### src/rtl/seq_stage_ctrl.sv
// seq_stage_ctrl: multi-cycle stage sequencer for the Y86-64 SEQ core.
// Steps fetch/decode/execute/memory/writeback/PC-update one stage per cycle
// with Moore strobes, owns the condition codes and processor status, and
// counts retired instructions.
//
// Ports
//   clk, rst_n         clock (rising edge), async active-low reset
//   start              leave IDLE and begin fetching
//   icode              instruction code from fetch, held through PCUPD
//   instr_valid        fetch decoded a legal icode/ifun
//   imem_error         instruction-memory address error
//   alu_flags          {OF,SF,ZF} from execute for the current OPq
//   mem_ready          data memory finished the access this cycle
//   dmem_error         data-memory address error (valid with mem_ready)
//   fetch_en .. pc_en  stage strobes, one per stage state
//   cc                 condition codes {OF,SF,ZF} to execute
//   stat               1=AOK 2=HLT 3=ADR 4=INS
//   busy               instruction in flight
//   retired            completed-instruction count (wraps)
//
// state     | meaning
// ----------+-----------------------------------------------
// IDLE      | waiting for start
// FETCH     | fetch strobe; classify errors / halt
// DECODE    | decode strobe
// EXECUTE   | execute strobe; OPq loads cc
// MEMORY    | data access pending, bounded by timeout timer
// WRITEBACK | register-file write strobe
// PCUPD     | PC update strobe; instruction retires
// HALT      | halt executed; terminal until reset
// ERR       | address or instruction error; terminal until reset

module seq_stage_ctrl #(
   parameter int CNT_W       = 32,
   parameter int MEM_TIMEOUT = 16
) (
   input  logic             clk,
   input  logic             rst_n,
   input  logic             start,
   input  logic [3:0]       icode,
   input  logic             instr_valid,
   input  logic             imem_error,
   input  logic [2:0]       alu_flags,
   input  logic             mem_ready,
   input  logic             dmem_error,
   output logic             fetch_en,
   output logic             decode_en,
   output logic             exec_en,
   output logic             mem_en,
   output logic             wb_en,
   output logic             pc_en,
   output logic [2:0]       cc,
   output logic [2:0]       stat,
   output logic             busy,
   output logic [CNT_W-1:0] retired
);

   localparam logic [2:0] STAT_AOK = 3'd1;
   localparam logic [2:0] STAT_HLT = 3'd2;
   localparam logic [2:0] STAT_ADR = 3'd3;
   localparam logic [2:0] STAT_INS = 3'd4;

   localparam logic [3:0] IC_HALT = 4'h0;
   localparam logic [3:0] IC_OPQ  = 4'h6;

   // Down-counter loaded on MEMORY entry; reaching zero with no ready marks
   // the last permitted wait cycle.
   localparam int             TMR_W    = (MEM_TIMEOUT > 1) ? $clog2(MEM_TIMEOUT) : 1;
   localparam logic [TMR_W-1:0] TMR_LOAD = TMR_W'(MEM_TIMEOUT - 1);

   typedef enum logic [3:0] {
      ST_IDLE,
      ST_FETCH,
      ST_DECODE,
      ST_EXECUTE,
      ST_MEMORY,
      ST_WRITEBACK,
      ST_PCUPD,
      ST_HALT,
      ST_ERR
   } state_t;

   state_t           state;
   state_t           state_nxt;
   logic [TMR_W-1:0] tmr;
   logic             tmr_load;
   logic             cc_load;
   logic             retire;
   logic             stat_load;
   logic [2:0]       stat_nxt;
   logic             is_mem_op;

   // rmmovq, mrmovq, call, ret, pushq, popq touch data memory
   always_comb begin
      is_mem_op = icode inside {4'h4, 4'h5, 4'h8, 4'h9, 4'hA, 4'hB};
   end

   always_comb begin
      state_nxt = state;
      tmr_load  = 1'b0;
      cc_load   = 1'b0;
      retire    = 1'b0;
      stat_load = 1'b0;
      stat_nxt  = stat;
      case (state)
         ST_IDLE: begin
            if (start) state_nxt = ST_FETCH;
         end
         ST_FETCH: begin
            if (imem_error) begin
               state_nxt = ST_ERR;
               stat_load = 1'b1;
               stat_nxt  = STAT_ADR;
            end else if (!instr_valid) begin
               state_nxt = ST_ERR;
               stat_load = 1'b1;
               stat_nxt  = STAT_INS;
            end else if (icode == IC_HALT) begin
               state_nxt = ST_HALT;
               stat_load = 1'b1;
               stat_nxt  = STAT_HLT;
               retire    = 1'b1;
            end else begin
               state_nxt = ST_DECODE;
            end
         end
         ST_DECODE: state_nxt = ST_EXECUTE;
         ST_EXECUTE: begin
            cc_load = (icode == IC_OPQ);
            if (is_mem_op) begin
               state_nxt = ST_MEMORY;
               tmr_load  = 1'b1;
            end else begin
               state_nxt = ST_WRITEBACK;
            end
         end
         ST_MEMORY: begin
            if (mem_ready) begin
               if (dmem_error) begin
                  state_nxt = ST_ERR;
                  stat_load = 1'b1;
                  stat_nxt  = STAT_ADR;
               end else begin
                  state_nxt = ST_WRITEBACK;
               end
            end else if (tmr == '0) begin
               state_nxt = ST_ERR;
               stat_load = 1'b1;
               stat_nxt  = STAT_ADR;
            end
         end
         ST_WRITEBACK: state_nxt = ST_PCUPD;
         ST_PCUPD: begin
            retire    = 1'b1;
            state_nxt = ST_FETCH;
         end
         ST_HALT:  state_nxt = ST_HALT;
         ST_ERR:   state_nxt = ST_ERR;
         default:  state_nxt = ST_IDLE;
      endcase
   end

   always_comb begin
      fetch_en  = (state == ST_FETCH);
      decode_en = (state == ST_DECODE);
      exec_en   = (state == ST_EXECUTE);
      mem_en    = (state == ST_MEMORY);
      wb_en     = (state == ST_WRITEBACK);
      pc_en     = (state == ST_PCUPD);
      busy      = fetch_en | decode_en | exec_en | mem_en | wb_en | pc_en;
   end

   always_ff @(posedge clk or negedge rst_n) begin
      if (!rst_n) begin
         state   <= ST_IDLE;
         tmr     <= '0;
         cc      <= 3'b001;
         stat    <= STAT_AOK;
         retired <= '0;
      end else begin
         state <= state_nxt;
         if (tmr_load) begin
            tmr <= TMR_LOAD;
         end else if ((state == ST_MEMORY) && !mem_ready && (tmr != '0)) begin
            tmr <= tmr - 1'b1;
         end
         if (cc_load)   cc      <= alu_flags;
         if (stat_load) stat    <= stat_nxt;
         if (retire)    retired <= retired + 1'b1;
      end
   end

endmodule
### config.mk
export PLATFORM = sky130hd
export DESIGN_NAME = seq_stage_ctrl
export DESIGN_NICKNAME = d
export VERILOG_FILES = /design/src/rtl/seq_stage_ctrl.sv
export SDC_FILE = /design/constraint.sdc
export NUM_CORES = 1
export LEC_CHECK = 0
export CAP_MARGIN = 10
export CORE_MARGIN = 2
export CORE_UTILIZATION = 44
export DETAILED_ROUTE_END_ITERATION = 6
export GPL_TIMING_DRIVEN = 1
export PLACE_DENSITY = 0.78
export SLEW_MARGIN = 20
export SYNTH_ARGS = -nofsm -noshare
export SYNTH_HDL_FRONTEND = slang
export SYNTH_SLANG_ARGS = --single-unit
export TNS_END_PERCENT = 20
### constraint.sdc
create_clock -name clk -period 2.35 [get_ports clk]
set_clock_uncertainty 0.1 [all_clocks]
set_input_delay 0.47 -clock clk [delete_from_list [all_inputs] [get_ports clk]]
set_output_delay 0.47 -clock clk [all_outputs]
set_load 0.03 [all_outputs]
==> qor.csv, run 1 <==
metric,value,unit
antenna_violations_before_repair,0,
synth.cell_area,2270,µm²
layout_utilization,0.631,
overflow,0,
synth_cell_type_count,44,
r2r-start,state[3],
h-tree-depth,2,
synthesis.area_per_instance,10.8,µm²
power_leakage,0.00136,µW
tritoncts_clock_tree,yes,
clock-root-buffer,clkbuf_8,
synth_top_cells_by_area,"dfrtp_1 48%, xnor2_1 11%, nand3_1 3.7%, nand2_1 3.0%, dfstp_2 2.3%",
grt_setup_unrepaired,no,
std_cell_rows,26,
io_buffer_count,58,
route.final.wire_length,4650,µm
drv_cap,0,
drt_first_iter_violations,112,
status,"finished, final reports clean",
clk_transition_reported_paths,0.08,ns
clock_buffers_created_by_tritoncts,5,
die_x,75.9,µm
first_global_vias,1738,
grt_max_degree,25,
upper_clock_frequency_limit,442,MHz
timing.critical_path.to_type,output port,
critPathRequiredTime,1.78,ns
worst_vdd_rail_ir_drop,0.562,mV
worst_r2r_path_depth,7,
grt_most_used_layer,met2,
count_of_nets_after_finishing,304,
timing.hold.ws,0.0567,ns
clock_insertion_delay_worst_skew,0.29,ns
remaining_drc_errors,0,
detail_route.first_pass.iterations,4,
r2r_end,retired[23],
reg2reg_slack,0.19,ns
global_route.usage.met2,0.289,
synth_edf_count,0,
synthesis.instances,211,
antenna_cells,0,
slew_headroom,0.628,
timing_worst_slew_pin_value,0.558,ns
critical_path.max_fanout,12,
finished_cell_area,3180,µm²
async_reset_ff_frac,1.00,
ys.flop_type,dfrtp_1,
maxSlewViolCount,0,
crit_path_start_kind,flip-flop,
core_area,5040,µm²
layout-drive-gt1-share,0.152,
die_height,75.9,µm
synth_largest_area_cell,dfrtp_1,
grt.met1_usage,0.213,
post-synth-top-area-fraction,0.484,
clock-sinks,46,
area.growth.synth_to_final,39.8,%
power_per_cell_area,799,nW/µm²
fin_crit_sh,0.962,
globalplace.congestion,0.770,
number_of_failing_setup_endpoints_in_the_final_timing_report,0,
grt_use_total,0.169,
floorplan.initialDensity,0.451,
routed_via_density,5.10,
most-common-layout-cells,"50 x clkdlybuf4s50_1, 42 x dfrtp_1, 28 x xnor2_1, 18 x nand2_1, 17 x nand3_1",
pre_cts_slack,-0.0855,ns
grt_pass1_wl,7960,µm
via_total_after_detailed_routing,1830,
synth_fp_nets,227,
max-clock-path-buffers,2,
hp-class,in -> async,
synth.ff_latch_count,46,
die-area,5760,µm²
cp_data_arrival_time,1.69,ns
dp.final_hpwl,3580,µm
post_dp_cell_area,3080,µm²
final_common_cell,clkdlybuf4s50_1,
setup.worst_path.class,reg -> out,
period_needed,2.26,ns
seq_area_frac_synth,0.507,
boundaryPins,59,
p_total,2540,µW
ys_warn_count,0,
finalHoldViolCount,0,
cts_post_setup_buffers_inserted,0,
postLayoutSetupSlackWorst,0.0890,ns
detail_route.wl_per_cell,13.0,µm
drtAntennaViolNets,0,
grt_util_met3,0.0500,
[timing repair]
item / in CTS / in global routing
endpoints found under the setup margin: 7 / 0
endpoints found under the hold margin: 0 / 0
gates resized for setup: 9 / 0
hold buffers: 0 / 0
[flip-flops by register name (all words and copies together), names as in the netlist]
name,cells
retired,32
state,4
tmr,4
cc,3
stat,3
[Yosys cell counts (all sizes together) (3+ instances only)]
| master | n |
|---|---|
| inv | 5 |
| nor4 | 7 |
| xor2 | 5 |
| clkbuf | 3 |
| dfrtp | 44 |
| xnor2 | 28 |
| and3 | 5 |
| nor2 | 12 |
| nor3b | 3 |
| mux2 | 4 |
| nand2 | 18 |
| a21oi | 6 |
| o21ai | 6 |
| nand2b | 5 |
| nand3 | 17 |
| nand4 | 8 |
| nor3 | 9 |
[report_power, final]
| part | internal, µW | switching, µW | total, µW |
|---|---|---|---|
| Sequential | 918 | 187 | 1110 |
| Clock | 317 | 258 | 575 |
| Combinational | 408 | 452 | 860 |
| Total | 1640 | 897 | 2540 |
[per-layer routing]
metal  routed length (µm)  part of all wire
met5                    0                 0
met1                 2050              0.44
met2                 2320              0.50
met4                   27            0.0058
met3                  256             0.055
[stage by stage]
step	setup TNS, ns	instances
floorplan	-0.0313	211
global placement	-0.128	351
detailed placement	-0.655	351
CTS	0	359
global route	0	359
finish	0	359
[worst max-delay path: stages (launching register included)]
cell	delay, ns
dfrtp_1	0.56
and4bb_2	0.42
dlygate4sd2_1	0.42
[logic make-up after synthesis]
group,after synthesis,share of synthesized area
compound gates,19,0.0561
flops,46,0.507
xor+xnor,33,0.127
buf+inv,10,0.0187
mux,4,0.0198
simple gates,97,0.260
fa+ha+maj,2,0.0110
[layout make-up]
class                           count  area (µm²)
Multi-Input combinational cell    155        1090
Fill cell                         434        1860
Tap cell                           70        87.6
Clock buffer                        6        72.6
Clock inverter                      2        37.5
Sequential cell                    46        1160
Timing Repair Buffer               75         719
Inverter                            5        18.8
[how the worst max path moves through the flow]
| stage | cells past startpoint | to | slack [ns] | startpoint |
|---|---|---|---|---|
| final | 2 | pc_en | 0.09 | state[3] |
| after global placement | 8 | retired[15] | -0.03 | icode[1] |
| after detailed placement | 8 | retired[23] | -0.09 | icode[1] |
| after floorplan | 5 | cc[1] | -0.02 | state[1] |
| after CTS | 2 | pc_en | 0.1 | state[3] |
| after global routing | 2 | wb_en | 0.03 | state[3] |
No activity file was read; power rests on OpenSTA's default activity.
==> run 2: changes to the inputs <==
- CORE_MARGIN: 2 -> 8
- SKIP_CTS_REPAIR_TIMING: default -> 1
==> qor.csv, run 2 (synthesis results as in run 1) <==
metric,value,unit
setup.worst_path.class,reg -> reg,
detail_route.wl_per_cell,14.2,µm
finished_cell_area,3220,µm²
drv_cap,0,
clock_insertion_delay_worst_skew,0.30,ns
clk_transition_reported_paths,0.09,ns
core_area,5040,µm²
power_per_cell_area,805,nW/µm²
routedLengthMet1,2060,µm
clock-sinks,46,
slew_headroom,0.627,
n_fill_cell,420,
clock-root-buffer,clkbuf_8,
route.met3.wl,395,µm
routed_via_density,5.22,
switching_share,0.355,
grt_max_degree,25,
crit_path_start_kind,flip-flop,
io_buffer_count,58,
final_common_cell,clkdlybuf4s50_1,
largest_register_ff_count,32,
die-area,7730,µm²
area.growth.synth_to_final,41.7,%
post_dp_cell_area,3090,µm²
seq_power_share,0.426,
grt_pass1_wl,8520,µm
pre_cts_slack,-0.0906,ns
layout-drive-gt1-share,0.162,
power.internal,1680,µW
dp.final_hpwl,4110,µm
h-tree-depth,2,
timing.critical_path.to_type,flip-flop,
std_cell_rows,26,
clock_power_share,0.225,
reg.largest.list,"retired x32, state x4, tmr x4",
boundaryPins,59,
antenna_cells,0,
floorplan.initialDensity,0.451,
die_x,87.9,µm
cp_data_arrival_time,2.26,ns
drtAntennaViolNets,0,
hp-class,in -> async,
clock_buffers_created_by_tritoncts,5,
remaining_drc_errors,0,
grt_use_total,0.140,
detail_route.first_pass.iterations,4,
combinationalPowerShare,0.348,
status,"finished, final reports clean",
max_flop_register,retired,
timing.hold.ws,0.0513,ns
maxSlewViolCount,0,
grt_setup_unrepaired,no,
finalHoldViolCount,0,
period_needed,2.17,ns
overflow,0,
power.switching,921,µW
critPathRequiredTime,2.43,ns
most-common-layout-cells,"50 x clkdlybuf4s50_1, 42 x dfrtp_1, 28 x xnor2_1, 18 x nand2_1",
postLayoutSetupSlackWorst,0.177,ns
number_of_failing_setup_endpoints_in_the_final_timing_report,0,
routed.top_layer,met4,
antenna_violations_before_repair,0,
timing_worst_slew_pin_value,0.560,ns
finalSetupTns,0,ns
drt_first_iter_violations,52,
worst_vdd_rail_ir_drop,0.778,mV
via_total_after_detailed_routing,1884,
fin_crit_sh,0.925,
upper_clock_frequency_limit,460,MHz
tritoncts_clock_tree,yes,
max-clock-path-buffers,2,
globalplace.congestion,0.800,
critical_path.max_fanout,12,
route.final.wire_length,5140,µm
first_global_vias,1893,
count_of_nets_after_finishing,306,
power_leakage,0.00146,µW
die_height,87.9,µm
dr_wl_met2,2640,µm
==> run 2: changes by cell type in the layout (fill, tap and decap cells not counted) <==
cell and delta:
clkbuf_1 -1, dlymetal6s2s_1 +7, dlygate4sd2_1 -7, buf_4 +2, clkinvlp_4 +1
==> run 2: stage by stage <==
stage / std cells / total power, µW / util
after floorplan: 211 / 1650 / -
after global placement: 353 / 2010 / 0.613
after detailed placement: 353 / 2030 / 0.613
after CTS: 361 / 2620 / 0.635
after global routing: 361 / 2740 / 0.639
final: 361 / 2600 / 0.639
==> run 2: metal layers <==
layer,vias up,global-route usage
met1,921,0.149
met3,7,0.0478
li1,910,-
met5,-,0
met2,46,0.253
met4,0,0.0438
==> run 2: layout make-up <==
cell class,instances,area (µm²),area share
sequential,46,1160,0.359
multi-input combinational,155,1090,0.337
timing repair buffer,77,761,0.236
tap,70,87.6,0.0272
clock buffer,5,68.8,0.0213
clock inverter,3,45.0,0.0140
inverter,5,18.8,0.00582
==> run 2: worst max-delay path, cell delays in order, from the launching register on <==
cell and delay (ns):
dfrtp_1 0.55, nor4b_4 0.37, buf_4 0.19, a31oi_4 0.13, nor4_4 0.29, buf_4 0.19, nand3_1 0.10, xnor2_1 0.15
==> run 2: worst paths after layout <==
| kind | slack [ns] | end | startpoint | cells past startpoint |
|---|---|---|---|---|
| setup / recovery | 0.18 | retired[15] | state[3] | 7 |
| hold / removal | 0.05 | retired[13] | rst_n | 1 |
| setup reg to reg | 0.18 | retired[15] | state[3] | 7 |
| hold reg to reg | 0.38 | retired[31] | retired[31] | 1 |
| max in group asynchronous | 1.51 | cc[0] | rst_n | 2 |
| min in group clk | 0.38 | retired[31] | retired[31] | 1 |
==> run 2: power by group through the flow <==
stage	logic, µW	registers (µW)	clock network (µW)
after detailed placement	916	1110	0
after global routing	989	1120	631
after global placement	900	1110	0
final	904	1110	585
after floorplan	523	1130	0
after CTS	927	1100	593
